==> config.mk <==
export PLATFORM = sky130hd
export DESIGN_NAME = complex_mult_dispatcher
export DESIGN_NICKNAME = d
export VERILOG_FILES = /design/src/rtl/complex_mult_pkg.sv /design/src/rtl/complex_mult_watchdog.sv /design/src/rtl/complex_mult_dispatcher.sv
export SDC_FILE = /design/constraint.sdc
export NUM_CORES = 1
export LEC_CHECK = 0
export CAP_MARGIN = 20
export CORE_MARGIN = 2
export CORE_UTILIZATION = 40
export CTS_CLUSTER_DIAMETER = 60
export DETAILED_ROUTE_END_ITERATION = 6
export GPL_ROUTABILITY_DRIVEN = 1
export PLACE_DENSITY_LB_ADDON = 0.05
export SLEW_MARGIN = 20
export SYNTH_ARGS = -nofsm -noshare
export SYNTH_HDL_FRONTEND = slang
export SYNTH_SLANG_ARGS = --single-unit
==> constraint.sdc <==
create_clock -name clk -period 2.25 [get_ports clk]
set_clock_uncertainty 0.15 [all_clocks]
set_input_delay 0.225 -clock clk [delete_from_list [all_inputs] [get_ports clk]]
set_output_delay 0.225 -clock clk [all_outputs]
set_load 0.05 [all_outputs]
==> src/rtl/complex_mult_pkg.sv <==
// Shared constants for the complex multiplier dispatcher slice.
//   CM_DATA_WIDTH / CM_RES_WIDTH : default operand and result part widths
//   CM_N_INST                    : number of multiplier instances served
//   inst_e                       : instance index (m0 / m1)
package complex_mult_pkg;

  localparam int unsigned CM_DATA_WIDTH = 8;
  localparam int unsigned CM_RES_WIDTH  = 2 * CM_DATA_WIDTH + 2;
  localparam int unsigned CM_N_INST     = 2;

  typedef enum logic {
    INST_M0 = 1'b0,
    INST_M1 = 1'b1
  } inst_e;

  function automatic inst_e other_inst(inst_e i);
    return (i == INST_M0) ? INST_M1 : INST_M0;
  endfunction

endpackage

==> src/rtl/complex_mult_watchdog.sv <==
// Per-instance hold-time watchdog.
//   clk, rst : clock, asynchronous active-high reset
//   clr      : synchronous clear
//   start    : operation dispatched to this instance (restarts the count)
//   active   : operation in flight at this instance
//   expired  : pulses during the TIMEOUT_CYCLES-th in-flight cycle
module complex_mult_watchdog #(
  parameter int unsigned TIMEOUT_CYCLES = 64
) (
  input  logic clk,
  input  logic rst,
  input  logic clr,
  input  logic start,
  input  logic active,
  output logic expired
);

  localparam int unsigned CW = $clog2(TIMEOUT_CYCLES + 1);
  localparam logic [CW-1:0] CNT_MAX  = CW'(TIMEOUT_CYCLES);
  localparam logic [CW-1:0] CNT_LAST = CW'(TIMEOUT_CYCLES - 1);

  logic [CW-1:0] cnt_q, cnt_d;

  // cnt_q holds the number of completed in-flight cycles, so the current
  // cycle is the TIMEOUT_CYCLES-th one when cnt_q == TIMEOUT_CYCLES-1.
  always_comb begin
    cnt_d = cnt_q;
    if (clr || start) begin
      cnt_d = '0;
    end else if (active && (cnt_q != CNT_MAX)) begin
      cnt_d = cnt_q + 1'b1;
    end
    expired = active & ~clr & (cnt_q == CNT_LAST);
  end

  always_ff @(posedge clk or posedge rst) begin
    if (rst) begin
      cnt_q <= '0;
    end else begin
      cnt_q <= cnt_d;
    end
  end

endmodule

==> src/rtl/complex_mult_dispatcher.sv <==
// Dispatches one operand stream across two complex multipliers (m0, m1)
// and returns results in issue order.
//   Upstream  : op_val/op_ready, op_1_re/im, op_2_re/im
//   Consumer  : res_val/res_ready, res_re/im (registered)
//   Instances : m_op_val/m_op_ready, broadcast m_op_*, m_res_val/m_res_ready,
//               m0_res_*/m1_res_*
//   Status    : err_timeout, err_spurious (sticky until rst/sw_rst)
module complex_mult_dispatcher
  import complex_mult_pkg::*;
#(
  parameter int unsigned DATA_WIDTH     = CM_DATA_WIDTH,
  parameter int unsigned RES_WIDTH      = 2 * DATA_WIDTH + 2,
  parameter int unsigned TIMEOUT_CYCLES = 64
) (
  input  logic                  clk,
  input  logic                  rst,
  input  logic                  sw_rst,
  input  logic                  op_val,
  output logic                  op_ready,
  input  logic [DATA_WIDTH-1:0] op_1_re,
  input  logic [DATA_WIDTH-1:0] op_1_im,
  input  logic [DATA_WIDTH-1:0] op_2_re,
  input  logic [DATA_WIDTH-1:0] op_2_im,
  output logic                  res_val,
  input  logic                  res_ready,
  output logic [RES_WIDTH-1:0]  res_re,
  output logic [RES_WIDTH-1:0]  res_im,
  output logic                  err_timeout,
  output logic                  err_spurious,
  output logic [1:0]            m_op_val,
  input  logic [1:0]            m_op_ready,
  output logic [DATA_WIDTH-1:0] m_op_1_re,
  output logic [DATA_WIDTH-1:0] m_op_1_im,
  output logic [DATA_WIDTH-1:0] m_op_2_re,
  output logic [DATA_WIDTH-1:0] m_op_2_im,
  input  logic [1:0]            m_res_val,
  output logic [1:0]            m_res_ready,
  input  logic [RES_WIDTH-1:0]  m0_res_re,
  input  logic [RES_WIDTH-1:0]  m0_res_im,
  input  logic [RES_WIDTH-1:0]  m1_res_re,
  input  logic [RES_WIDTH-1:0]  m1_res_im
);

  inst_e                     disp_ptr_q, disp_ptr_d;
  inst_e                     coll_ptr_q, coll_ptr_d;
  logic [CM_N_INST-1:0]      inflight_q, inflight_d;
  logic                      res_val_q, res_val_d;
  logic [RES_WIDTH-1:0]      res_re_q, res_re_d;
  logic [RES_WIDTH-1:0]      res_im_q, res_im_d;
  logic                      err_timeout_q, err_timeout_d;
  logic                      err_spurious_q, err_spurious_d;

  logic                      load_allowed;
  logic                      dispatch;
  logic                      collect;
  logic [CM_N_INST-1:0]      dispatch_vec;
  logic [CM_N_INST-1:0]      spurious_vec;
  logic [CM_N_INST-1:0]      wd_expired;
  logic [RES_WIDTH-1:0]      coll_re;
  logic [RES_WIDTH-1:0]      coll_im;

  assign m_op_1_re = op_1_re;
  assign m_op_1_im = op_1_im;
  assign m_op_2_re = op_2_re;
  assign m_op_2_im = op_2_im;

  assign res_val      = res_val_q;
  assign res_re       = res_re_q;
  assign res_im       = res_im_q;
  assign err_timeout  = err_timeout_q;
  assign err_spurious = err_spurious_q;

  always_comb begin
    load_allowed = ~res_val_q | res_ready;

    op_ready = m_op_ready[disp_ptr_q] & ~inflight_q[disp_ptr_q];
    dispatch = op_val & op_ready;

    m_op_val               = '0;
    m_op_val[disp_ptr_q]   = op_val & ~inflight_q[disp_ptr_q];
    dispatch_vec           = '0;
    dispatch_vec[disp_ptr_q] = dispatch;

    collect      = inflight_q[coll_ptr_q] & m_res_val[coll_ptr_q] & load_allowed;
    spurious_vec = m_res_val & ~inflight_q;

    // Collect needs inflight, draining needs ~inflight, so the two never
    // target the same bit.
    m_res_ready             = spurious_vec;
    m_res_ready[coll_ptr_q] = m_res_ready[coll_ptr_q] | collect;

    coll_re = (coll_ptr_q == INST_M1) ? m1_res_re : m0_res_re;
    coll_im = (coll_ptr_q == INST_M1) ? m1_res_im : m0_res_im;

    disp_ptr_d     = disp_ptr_q;
    coll_ptr_d     = coll_ptr_q;
    inflight_d     = inflight_q;
    res_val_d      = res_val_q;
    res_re_d       = res_re_q;
    res_im_d       = res_im_q;
    err_timeout_d  = err_timeout_q | (|wd_expired);
    err_spurious_d = err_spurious_q | (|spurious_vec);

    if (dispatch) begin
      inflight_d[disp_ptr_q] = 1'b1;
      disp_ptr_d             = other_inst(disp_ptr_q);
    end

    if (collect) begin
      inflight_d[coll_ptr_q] = 1'b0;
      coll_ptr_d             = other_inst(coll_ptr_q);
      res_val_d              = 1'b1;
      res_re_d               = coll_re;
      res_im_d               = coll_im;
    end else if (res_ready) begin
      res_val_d = 1'b0;
    end

    if (sw_rst) begin
      disp_ptr_d     = INST_M0;
      coll_ptr_d     = INST_M0;
      inflight_d     = '0;
      res_val_d      = 1'b0;
      res_re_d       = '0;
      res_im_d       = '0;
      err_timeout_d  = 1'b0;
      err_spurious_d = 1'b0;
    end
  end

  always_ff @(posedge clk or posedge rst) begin
    if (rst) begin
      disp_ptr_q     <= INST_M0;
      coll_ptr_q     <= INST_M0;
      inflight_q     <= '0;
      res_val_q      <= 1'b0;
      res_re_q       <= '0;
      res_im_q       <= '0;
      err_timeout_q  <= 1'b0;
      err_spurious_q <= 1'b0;
    end else begin
      disp_ptr_q     <= disp_ptr_d;
      coll_ptr_q     <= coll_ptr_d;
      inflight_q     <= inflight_d;
      res_val_q      <= res_val_d;
      res_re_q       <= res_re_d;
      res_im_q       <= res_im_d;
      err_timeout_q  <= err_timeout_d;
      err_spurious_q <= err_spurious_d;
    end
  end

  for (genvar g = 0; g < CM_N_INST; g++) begin : g_wd
    complex_mult_watchdog #(
      .TIMEOUT_CYCLES(TIMEOUT_CYCLES)
    ) u_wd (
      .clk    (clk),
      .rst    (rst),
      .clr    (sw_rst),
      .start  (dispatch_vec[g]),
      .active (inflight_q[g]),
      .expired(wd_expired[g])
    );
  end

endmodule

==> out/qor.csv <==
stage,metric,value,unit
placed_design,portBuffers,124,
worst_setup_path,required,1880,ps
power,power.total,2590,uW
timing,final-setup-viol-count,0,
grt,gr-total-overflow,0,
grt,grt_max_degree,58,
yosys,synth_area_leaders,"dfrtp_1 (40%), mux2i_1 (11%), mux2_4 (7.5%)",
layout,syn_to_final_growth,37.37,%
drt,wl_per_cell,15.09,um
drt,routed_wl,8405,um
grt,grt_pass1_vias,2899,
yosys,synth_edf_count,0,
placed_design,dp.final_hpwl,6121,um
worst_setup_path,end_kind,output pin,
worst_setup_path,startpoint_type,flop,
layout,drive_above_1_share,15.37,%
clock_network,cts_tree,yes,
power,power_leakage,0.002133,uW
worst_setup_path,cp.arrival,1520,ps
clock_network,ctsHtreeMaxLevel,3,
yosys,synthCells,354,
job,cap_violations,0,
drt,vias,2760,
placed_design,post-place-cells,541,
clock_network,ctsResizeCount,0,
yosys,ys_types,41,
floorplan,start_util,41.39,%
clock_network,cts_buffer_depth,2,
layout,mostFrequentLayoutCell,clkdlybuf4s50_1,
yosys,post-synth-top-area-cell,dfrtp_1,
drt,drc,0,
grt,grt_usage,17.28,%
layout,diodes,0,
yosys,ys_ff_latch,57,
layout,final_cell_mix,"clkdlybuf4s50_1 (118), dfrtp_1 (56), nor2_1 (43), mux2i_1 (40), nor2b_1 (37)",
timing,hold_viol,0,
placed_design,pre_cts_slack,224.2,ps
timing,rsz0062_at_grt,no,
timing,setup_slack,355.0,ps
timing,hold_ws,86.07,ps
timing,slew_headroom,62.88,%
power,irDropWorstVdd,0.0002860,V
drt,drt_iter0_drc,91,
clock_network,post_cts_buffers,0,
yosys,yosysSeqAreaShare,39.51,%
timing,worst_slew_pin_slew,555.0,ps
floorplan,dieWidth,99.00,um
placed_design,gp_congestion,0.7680,
clock_network,clock_sinks,57,
yosys,synth_top_flop_cell,dfrtp_1,
layout,fin_cells,557,
yosys,async_reset_ff_share,100.0,%
drt,postRouteAntennaNets,0,
clock_network,clk_latency,320,ps
floorplan,io_pins,189,
floorplan,core_area,0.008721,sq mm
worst_hold_path,hp-class,input pin to flop,
yosys,synth_area_per_cell,10.20,sq um
timing,fin_tns_setup,0,ps
yosys,synth.yosys.warnings,0,
yosys,synth_top_cell_area_share,39.51,%
worst_setup_path,crit_type,flop to output pin,
clock_network,cts_buffers,9,
layout,fin_nets,561,
timing,drv_slew,0,
timing,finalCriticalPeriod,1895,ps
floorplan,die_y,99.00,um
timing,max_freq,0.5277,GHz
worst_setup_path,worstPathMaxFanout,12,
floorplan,fp.dieArea,0.009800,sq mm
grt,antenna_found_initial,0,
layout,fillers,803,
clock_network,cts_root_buf,clkbuf_8,
yosys,syn-cell-area,0.003610,sq mm
drt,via_per_inst,4.955,
status,outcome,completed,
grt,grt_pass1_wl,13510,um
timing,finalCritPeriodShare,84.22,%
clock_network,path_clk_slew,70,ps
drt,dr.pass1.iters,4,
yosys,synth_nets,471,
power,p_per_area,522.3,mW/mm^2
floorplan,rows,34,
clock_network,hold_buffers,0,
## sequential cells by signal, summed over array words and instances (netlist names)
register / flops
res_im: 18
res_re: 18
g_wd.u_wd.cnt_q: 14
inflight_q: 2
coll_ptr_q: 1
disp_ptr_q: 1
err_spurious: 1
err_timeout: 1
res_val: 1
## per-stage QoR
stage,utilization (%),cell area [sq um]
floorplan,-,3610
global placement,54.65,4766
detailed placement,54.65,4766
CTS,56.86,4959
global route,56.86,4959
finish,56.86,4959
## area by class of cell
cell class              instances  area [sq um]  share of cell area (%)
repair buffers                132          1384                   27.91
flip-flops and latches         57          1428                   28.79
inverters                      10         37.54                  0.7570
multi-input cells             234          1782                   35.93
clock buffers                  14         182.7                   3.684
well taps                     108         135.1                   2.725
clock inverters                 2         10.01                  0.2019
## critical path, stage by stage, from the launching register on
cell and delay (ps):
dfrtp_2 550, inv_1 90, o21ai_0 220, and2_1 200, buf_12 140
## layer usage
metal,up-vias,share of wire (%),wire (um),GRT usage [%]
met4,0,1.9,160,7.692
met1,1299,41,3440,20.63
met2,92,50,4194,29.31
li1,1346,-,-,-
met3,23,7.2,609,4.397
met5,-,0,0,0
## power breakdown
group / switching, uW / leakage, uW / total (uW) / internal [uW]
sequential: 28.0 / 0.000786 / 1080 / 1060
clock: 391 / 0.000102 / 908 / 517
combinational: 291 / 0.00124 / 597 / 306
## final timing paths
check	start	to	slack (ps)	cells past startpoint
worst max-delay path	coll_ptr_q	m_res_ready[1]	360	4
worst min-delay path	sw_rst	res_val	90	2
worst max register to register	coll_ptr_q	res_re[5]	410	4
worst min register to register	err_spurious	err_spurious	380	2
max in group asynchronous	rst	coll_ptr_q	1540	3
min in group asynchronous	rst	res_val	150	3
## logic make-up after synthesis
| kind of cell | synth area share (%) |
|---|---|
| buffers and inverters | 11.33 |
| AO/OA/AOI/OAI | 4.299 |
| multiplexers | 24.19 |
| XOR/XNOR | 0.9704 |
| AND/OR/NAND/NOR | 18.30 |
| flip-flops | 39.51 |
| adder cells (fa/ha/maj) | 1.387 |
## cells in the mapped netlist (all sizes together), types with 2 or more instances
library cell   n
xor2           4
buf           46
mux2          36
nor3b          2
nor2          43
a31oi          3
mux2i         40
nand3         10
nand4          4
nor2b         37
o21ai          7
and3b          2
clkbuf         7
and2           3
and3           2
nand4bb        2
ha             4
a21oi          8
dfrtp         57
inv            9
or3            4
nor3           2
nand2          9
Power figures use the tool's default switching activity.
